==> config.mk <==
export PLATFORM = sky130hd
export DESIGN_NAME = mem_port_arbiter
export DESIGN_NICKNAME = d
export VERILOG_FILES = /design/src/rtl/mem_port_arbiter.sv
export SDC_FILE = /design/constraint.sdc
export NUM_CORES = 1
export LEC_CHECK = 0
export ABC_AREA = 1
export BUFFER_PORTS_ARGS = -buffer_cell sky130_fd_sc_hd__buf_2
export CELL_PAD_IN_SITES_DETAIL_PLACEMENT = 0
export CELL_PAD_IN_SITES_GLOBAL_PLACEMENT = 1
export CORE_MARGIN = 2
export CORE_UTILIZATION = 30
export CTS_CLUSTER_SIZE = 40
export DETAILED_ROUTE_END_ITERATION = 16
export PLACE_DENSITY = 0.93
export SLEW_MARGIN = 20
export SYNTH_ARGS = -nofsm -noshare
export SYNTH_HDL_FRONTEND = slang
export SYNTH_SLANG_ARGS = --single-unit
==> constraint.sdc <==
create_clock -name clk -period 2.4 [get_ports clk]
set_clock_uncertainty 0.1 [all_clocks]
set_input_delay 0.36 -clock clk [delete_from_list [all_inputs] [get_ports clk]]
set_output_delay 0.36 -clock clk [all_outputs]
set_load 0.05 [all_outputs]
==> src/rtl/mem_port_arbiter.sv <==
// Round-robin arbiter sharing one physical memory port between instruction fetch
// and data load/store; one transaction in flight, completion passed straight through.
module mem_port_arbiter #(
    parameter int ADDR_W = 32,
    parameter int DATA_W = 32
) (
    input  logic                  clk,
    input  logic                  reset,

    input  logic                  inst_read,
    input  logic [ADDR_W-1:0]     inst_addr,
    output logic [DATA_W-1:0]     inst_rdata,
    output logic                  inst_resp,

    input  logic                  data_read,
    input  logic                  data_write,
    input  logic [ADDR_W-1:0]     data_addr,
    input  logic [DATA_W-1:0]     data_wdata,
    input  logic [DATA_W/8-1:0]   data_byte_enable,
    output logic [DATA_W-1:0]     data_rdata,
    output logic                  data_resp,

    output logic                  pmem_read,
    output logic                  pmem_write,
    output logic [ADDR_W-1:0]     pmem_addr,
    output logic [DATA_W-1:0]     pmem_wdata,
    output logic [DATA_W/8-1:0]   pmem_byte_enable,
    input  logic [DATA_W-1:0]     pmem_rdata,
    input  logic                  pmem_resp
);

    localparam int BE_W = DATA_W / 8;

    typedef enum logic [1:0] {
        ST_IDLE = 2'd0,
        ST_INST = 2'd1,
        ST_DATA = 2'd2
    } state_t;

    localparam logic GNT_INST = 1'b0;
    localparam logic GNT_DATA = 1'b1;

    state_t              state_q, state_d;
    logic                last_grant_q, last_grant_d;
    logic                pmem_read_q, pmem_read_d;
    logic                pmem_write_q, pmem_write_d;
    logic [ADDR_W-1:0]   pmem_addr_q, pmem_addr_d;
    logic [DATA_W-1:0]   pmem_wdata_q, pmem_wdata_d;
    logic [BE_W-1:0]     pmem_be_q, pmem_be_d;

    logic                inst_req_s;
    logic                data_req_s;
    logic                grant_inst_s;
    logic                grant_data_s;
    logic                done_s;

    assign inst_req_s = inst_read;
    assign data_req_s = data_read | data_write;
    assign done_s     = (state_q != ST_IDLE) && pmem_resp;

    // Grant decision: contention goes to the side that was not served last.
    always_comb begin
        grant_inst_s = 1'b0;
        grant_data_s = 1'b0;
        if (state_q == ST_IDLE) begin
            if (inst_req_s && data_req_s) begin
                if (last_grant_q == GNT_INST) begin
                    grant_data_s = 1'b1;
                end else begin
                    grant_inst_s = 1'b1;
                end
            end else if (inst_req_s) begin
                grant_inst_s = 1'b1;
            end else if (data_req_s) begin
                grant_data_s = 1'b1;
            end else begin
                grant_inst_s = 1'b0;
                grant_data_s = 1'b0;
            end
        end else begin
            grant_inst_s = 1'b0;
            grant_data_s = 1'b0;
        end
    end

    // Next-state logic.
    always_comb begin
        state_d      = state_q;
        last_grant_d = last_grant_q;
        case (state_q)
            ST_IDLE: begin
                if (grant_inst_s) begin
                    state_d      = ST_INST;
                    last_grant_d = GNT_INST;
                end else if (grant_data_s) begin
                    state_d      = ST_DATA;
                    last_grant_d = GNT_DATA;
                end else begin
                    state_d      = ST_IDLE;
                end
            end
            ST_INST, ST_DATA: begin
                if (pmem_resp) begin
                    state_d = ST_IDLE;
                end else begin
                    state_d = state_q;
                end
            end
            default: begin
                state_d = ST_IDLE;
            end
        endcase
    end

    // Physical request capture: frozen at grant, cleared on completion.
    always_comb begin
        pmem_read_d  = pmem_read_q;
        pmem_write_d = pmem_write_q;
        pmem_addr_d  = pmem_addr_q;
        pmem_wdata_d = pmem_wdata_q;
        pmem_be_d    = pmem_be_q;
        if (grant_inst_s) begin
            pmem_read_d  = 1'b1;
            pmem_write_d = 1'b0;
            pmem_addr_d  = inst_addr;
            pmem_wdata_d = {DATA_W{1'b0}};
            pmem_be_d    = {BE_W{1'b1}};
        end else if (grant_data_s) begin
            // A simultaneous read+write request is treated as a write.
            pmem_read_d  = data_read & ~data_write;
            pmem_write_d = data_write;
            pmem_addr_d  = data_addr;
            pmem_wdata_d = data_wdata;
            pmem_be_d    = data_write ? data_byte_enable : {BE_W{1'b1}};
        end else if (done_s) begin
            pmem_read_d  = 1'b0;
            pmem_write_d = 1'b0;
            pmem_addr_d  = {ADDR_W{1'b0}};
            pmem_wdata_d = {DATA_W{1'b0}};
            pmem_be_d    = {BE_W{1'b0}};
        end else begin
            pmem_read_d  = pmem_read_q;
            pmem_write_d = pmem_write_q;
        end
    end

    // Output logic: completion is steered only to the granted side.
    always_comb begin
        inst_resp = 1'b0;
        data_resp = 1'b0;
        case (state_q)
            ST_INST: begin
                inst_resp = pmem_resp;
            end
            ST_DATA: begin
                data_resp = pmem_resp;
            end
            ST_IDLE: begin
                inst_resp = 1'b0;
                data_resp = 1'b0;
            end
            default: begin
                inst_resp = 1'b0;
                data_resp = 1'b0;
            end
        endcase
    end

    assign inst_rdata       = pmem_rdata;
    assign data_rdata       = pmem_rdata;
    assign pmem_read        = pmem_read_q;
    assign pmem_write       = pmem_write_q;
    assign pmem_addr        = pmem_addr_q;
    assign pmem_wdata       = pmem_wdata_q;
    assign pmem_byte_enable = pmem_be_q;

    // State and request registers; reset abandons any in-flight access.
    always_ff @(posedge clk) begin
        if (!reset) begin
            state_q      <= ST_IDLE;
            last_grant_q <= GNT_INST;
            pmem_read_q  <= 1'b0;
            pmem_write_q <= 1'b0;
            pmem_addr_q  <= {ADDR_W{1'b0}};
            pmem_wdata_q <= {DATA_W{1'b0}};
            pmem_be_q    <= {BE_W{1'b0}};
        end else begin
            state_q      <= state_d;
            last_grant_q <= last_grant_d;
            pmem_read_q  <= pmem_read_d;
            pmem_write_q <= pmem_write_d;
            pmem_addr_q  <= pmem_addr_d;
            pmem_wdata_q <= pmem_wdata_d;
            pmem_be_q    <= pmem_be_d;
        end
    end

endmodule

==> out/results.ini <==
[sta]
rsz0062_at_grt = false
max_slew_margin_pct = 54.64
hold_viol = 0
holdWs_ps = 186.7
tightest_slew_ps = 679.4
setup_tns_ps = 0
slew_viol_final = 0
setup-violations-final = 0
fin_crit_ps = 2055
fmax_ghz = 0.4865
post-route-period-util_pct = 85.64

[yosys]
synth_warnings = 0
syn_nets = 671
avgSynthCellArea_um2 = 7.510
synth.area.top_cells = dfxtp_1 (37%), buf_4 (14%), nand4_1 (10%)
syn-cell-area_um2 = 3980
synthCells = 530
yosys.area.top_type = dfxtp_1
synth-seq-area-share_pct = 36.72
synth.top_cell.area_share_pct = 36.72
ys_ff_latch = 73
synth.distinct_cells = 22

[route]
drc = 0
avgViaCountPerCell = 4.643
drt_wl_total_mm = 11.01
wl_per_cell_um = 13.66
postRouteAntennaNets = 0
dr.first_iter.drc_count = 174
drtPass1Iterations = 5
num_vias = 3742

[clock_tree]
cts_tree = done
clkTransAtPathRegs_ps = 60
htreeDepth = 3
post-cts-setup-buffer-count = 0
clkSinkCount = 73
cts_hold_buf = 0
insertion_delay_ps = 320
root_buffer = clkbuf_16
clock_path_buffers = 2
cts_made_buffers = 9
cts_resized = 0

[worst_setup_path]
critPathArrivalTime_ps = 2210
cp_cell_sequence = inv_1 -> ha_1 -> nand3_4 -> inv_2 -> nand2_1 -> a21oi_2
end_kind = flip-flop
crit_fanout = 33
cp_top_family = buffers and inverters
critPathMaxStageDelay_ps = 530
cp-start-kind = flip-flop
cp_num_buf_inv = 2
required_ps = 2560
critical_path_depth = 6
reg2reg_depth = 6
critical_path.slowest_cell = inv_2
critical_path_class = reg -> reg

[cells_and_area]
drive_gt1_share_pct = 37.42
synthToLayoutAreaGrowth_pct = 19.77
final_nets = 764
most-common-layout-cells = buf_2 (177), nand2_1 (94), dfxtp_1 (73)
layout_commonest_cell = buf_2
fill_cells = 1411
fin_area_um2 = 4767

[power_and_ir_drop]
p_leak_nw = 2.352
power-per-cell-area_nw_per_um2 = 1161
fin_total_pwr_mw = 5.533
worst_ir_drop_vdd_mv = 0.5170

[placed_design]
dpl_cell_area_um2 = 4408
io_buffers = 177
hpwl_mm = 7.774
gp_congestion = 0.7440

[die]
die_y_um = 119.2
dieWidth_um = 119.2
io_pins = 274
start_util_pct = 30.42
design.die.area_um2 = 14200
core_area_um2 = 13090
fp-row-count = 42

[global_route]
grt_pass1_vias = 3444
grt_pass1_wl_mm = 17.28
grt_max_degree = 38
track_usage_pct = 15.17
antenna_found_initial = 1
grt_overflow_total = 0

[status]
outcome = complete, no violations

[hold_path]
hold-path-cell-count = 3
hold_class = in -> reg

[job]
max_cap_violations = 0

[per-layer routing]
metal / track usage (%) / part of all wire, %
met1: 18.69 / 43
met2: 24.39 / 47
met3: 4.885 / 7.8
met4: 6.324 / 1.8
met5: 0 / 0
[path summary, 6_finish.rpt]
kind / slack, ps / from / to
max: 340 / state_q[0]$_SDFFE_PN0P_ / pmem_wdata[23]$_SDFFE_PP0P_
min: 190 / data_wdata[31] / pmem_wdata[31]$_SDFFE_PP0P_
max reg2reg: 340 / state_q[0]$_SDFFE_PN0P_ / pmem_wdata[23]$_SDFFE_PP0P_
min reg2reg: 360 / pmem_wdata[26]$_SDFFE_PP0P_ / pmem_wdata[26]$_SDFFE_PP0P_
[cells in the mapped netlist, drive strengths merged]
library cell,n
ha,3
or2,1
inv,49
dfxtp,73
a21oi,69
nand2,110
nor2,17
nand3,33
nand4,65
o21ai,6
buf,97
clkbuf,7
[registers in the layout (all words and copies together) (netlist names)]
signal and cells:
pmem_byte_enable 4, pmem_addr 32, pmem_write 1, pmem_read 1, state_q 2, last_grant_q 1, pmem_wdata 32
[cell families (layout without fill, tap and decap cells)]
logic type      Yosys count  after routing  share of synthesized area [%]
other cells               0              2                              0
compound gates           75             75                          10.37
flops                    73             73                          36.72
simple gates            226            226                          28.54
buf+inv                 153            251                          23.42
fa+ha+maj                 3              3                         0.9432
[layout make-up]
class	count	area [um^2]	area share, %
Tap cell	176	220.2	4.619
Clock inverter	6	115.1	2.415
Timing Repair Buffer	186	953.4	20.00
Antenna cell	2	5.005	0.1050
Clock buffer	10	239.0	5.013
Sequential cell	73	1461	30.66
Inverter	49	186.4	3.911
Multi-Input combinational cell	304	1587	33.28
[worst register-to-register path: stages (launching register included)]
cell and delay, ps:
dfxtp_1 320, inv_1 80, ha_1 320, nand3_4 310, inv_2 530, nand2_1 160
a21oi_2 170
[where the power goes]
| group | leakage (nW) | switching (mW) | internal [mW] | total [mW] |
|---|---|---|---|---|
| clock | 0.169 | 0.523 | 1.05 | 1.57 |
| combinational | 1.58 | 1.80 | 0.588 | 2.39 |
| sequential | 0.601 | 0.123 | 1.45 | 1.58 |
[per-stage QoR]
stage	worst slack (ps)	utilization, %	cells
floorplan	752.1	-	530
global placement	363.8	33.69	788
detailed placement	313.2	33.69	788
CTS	310.7	36.39	804
global route	101.6	36.39	804
finish	344.5	36.43	806
No activity file was read; power rests on OpenSTA's default activity.
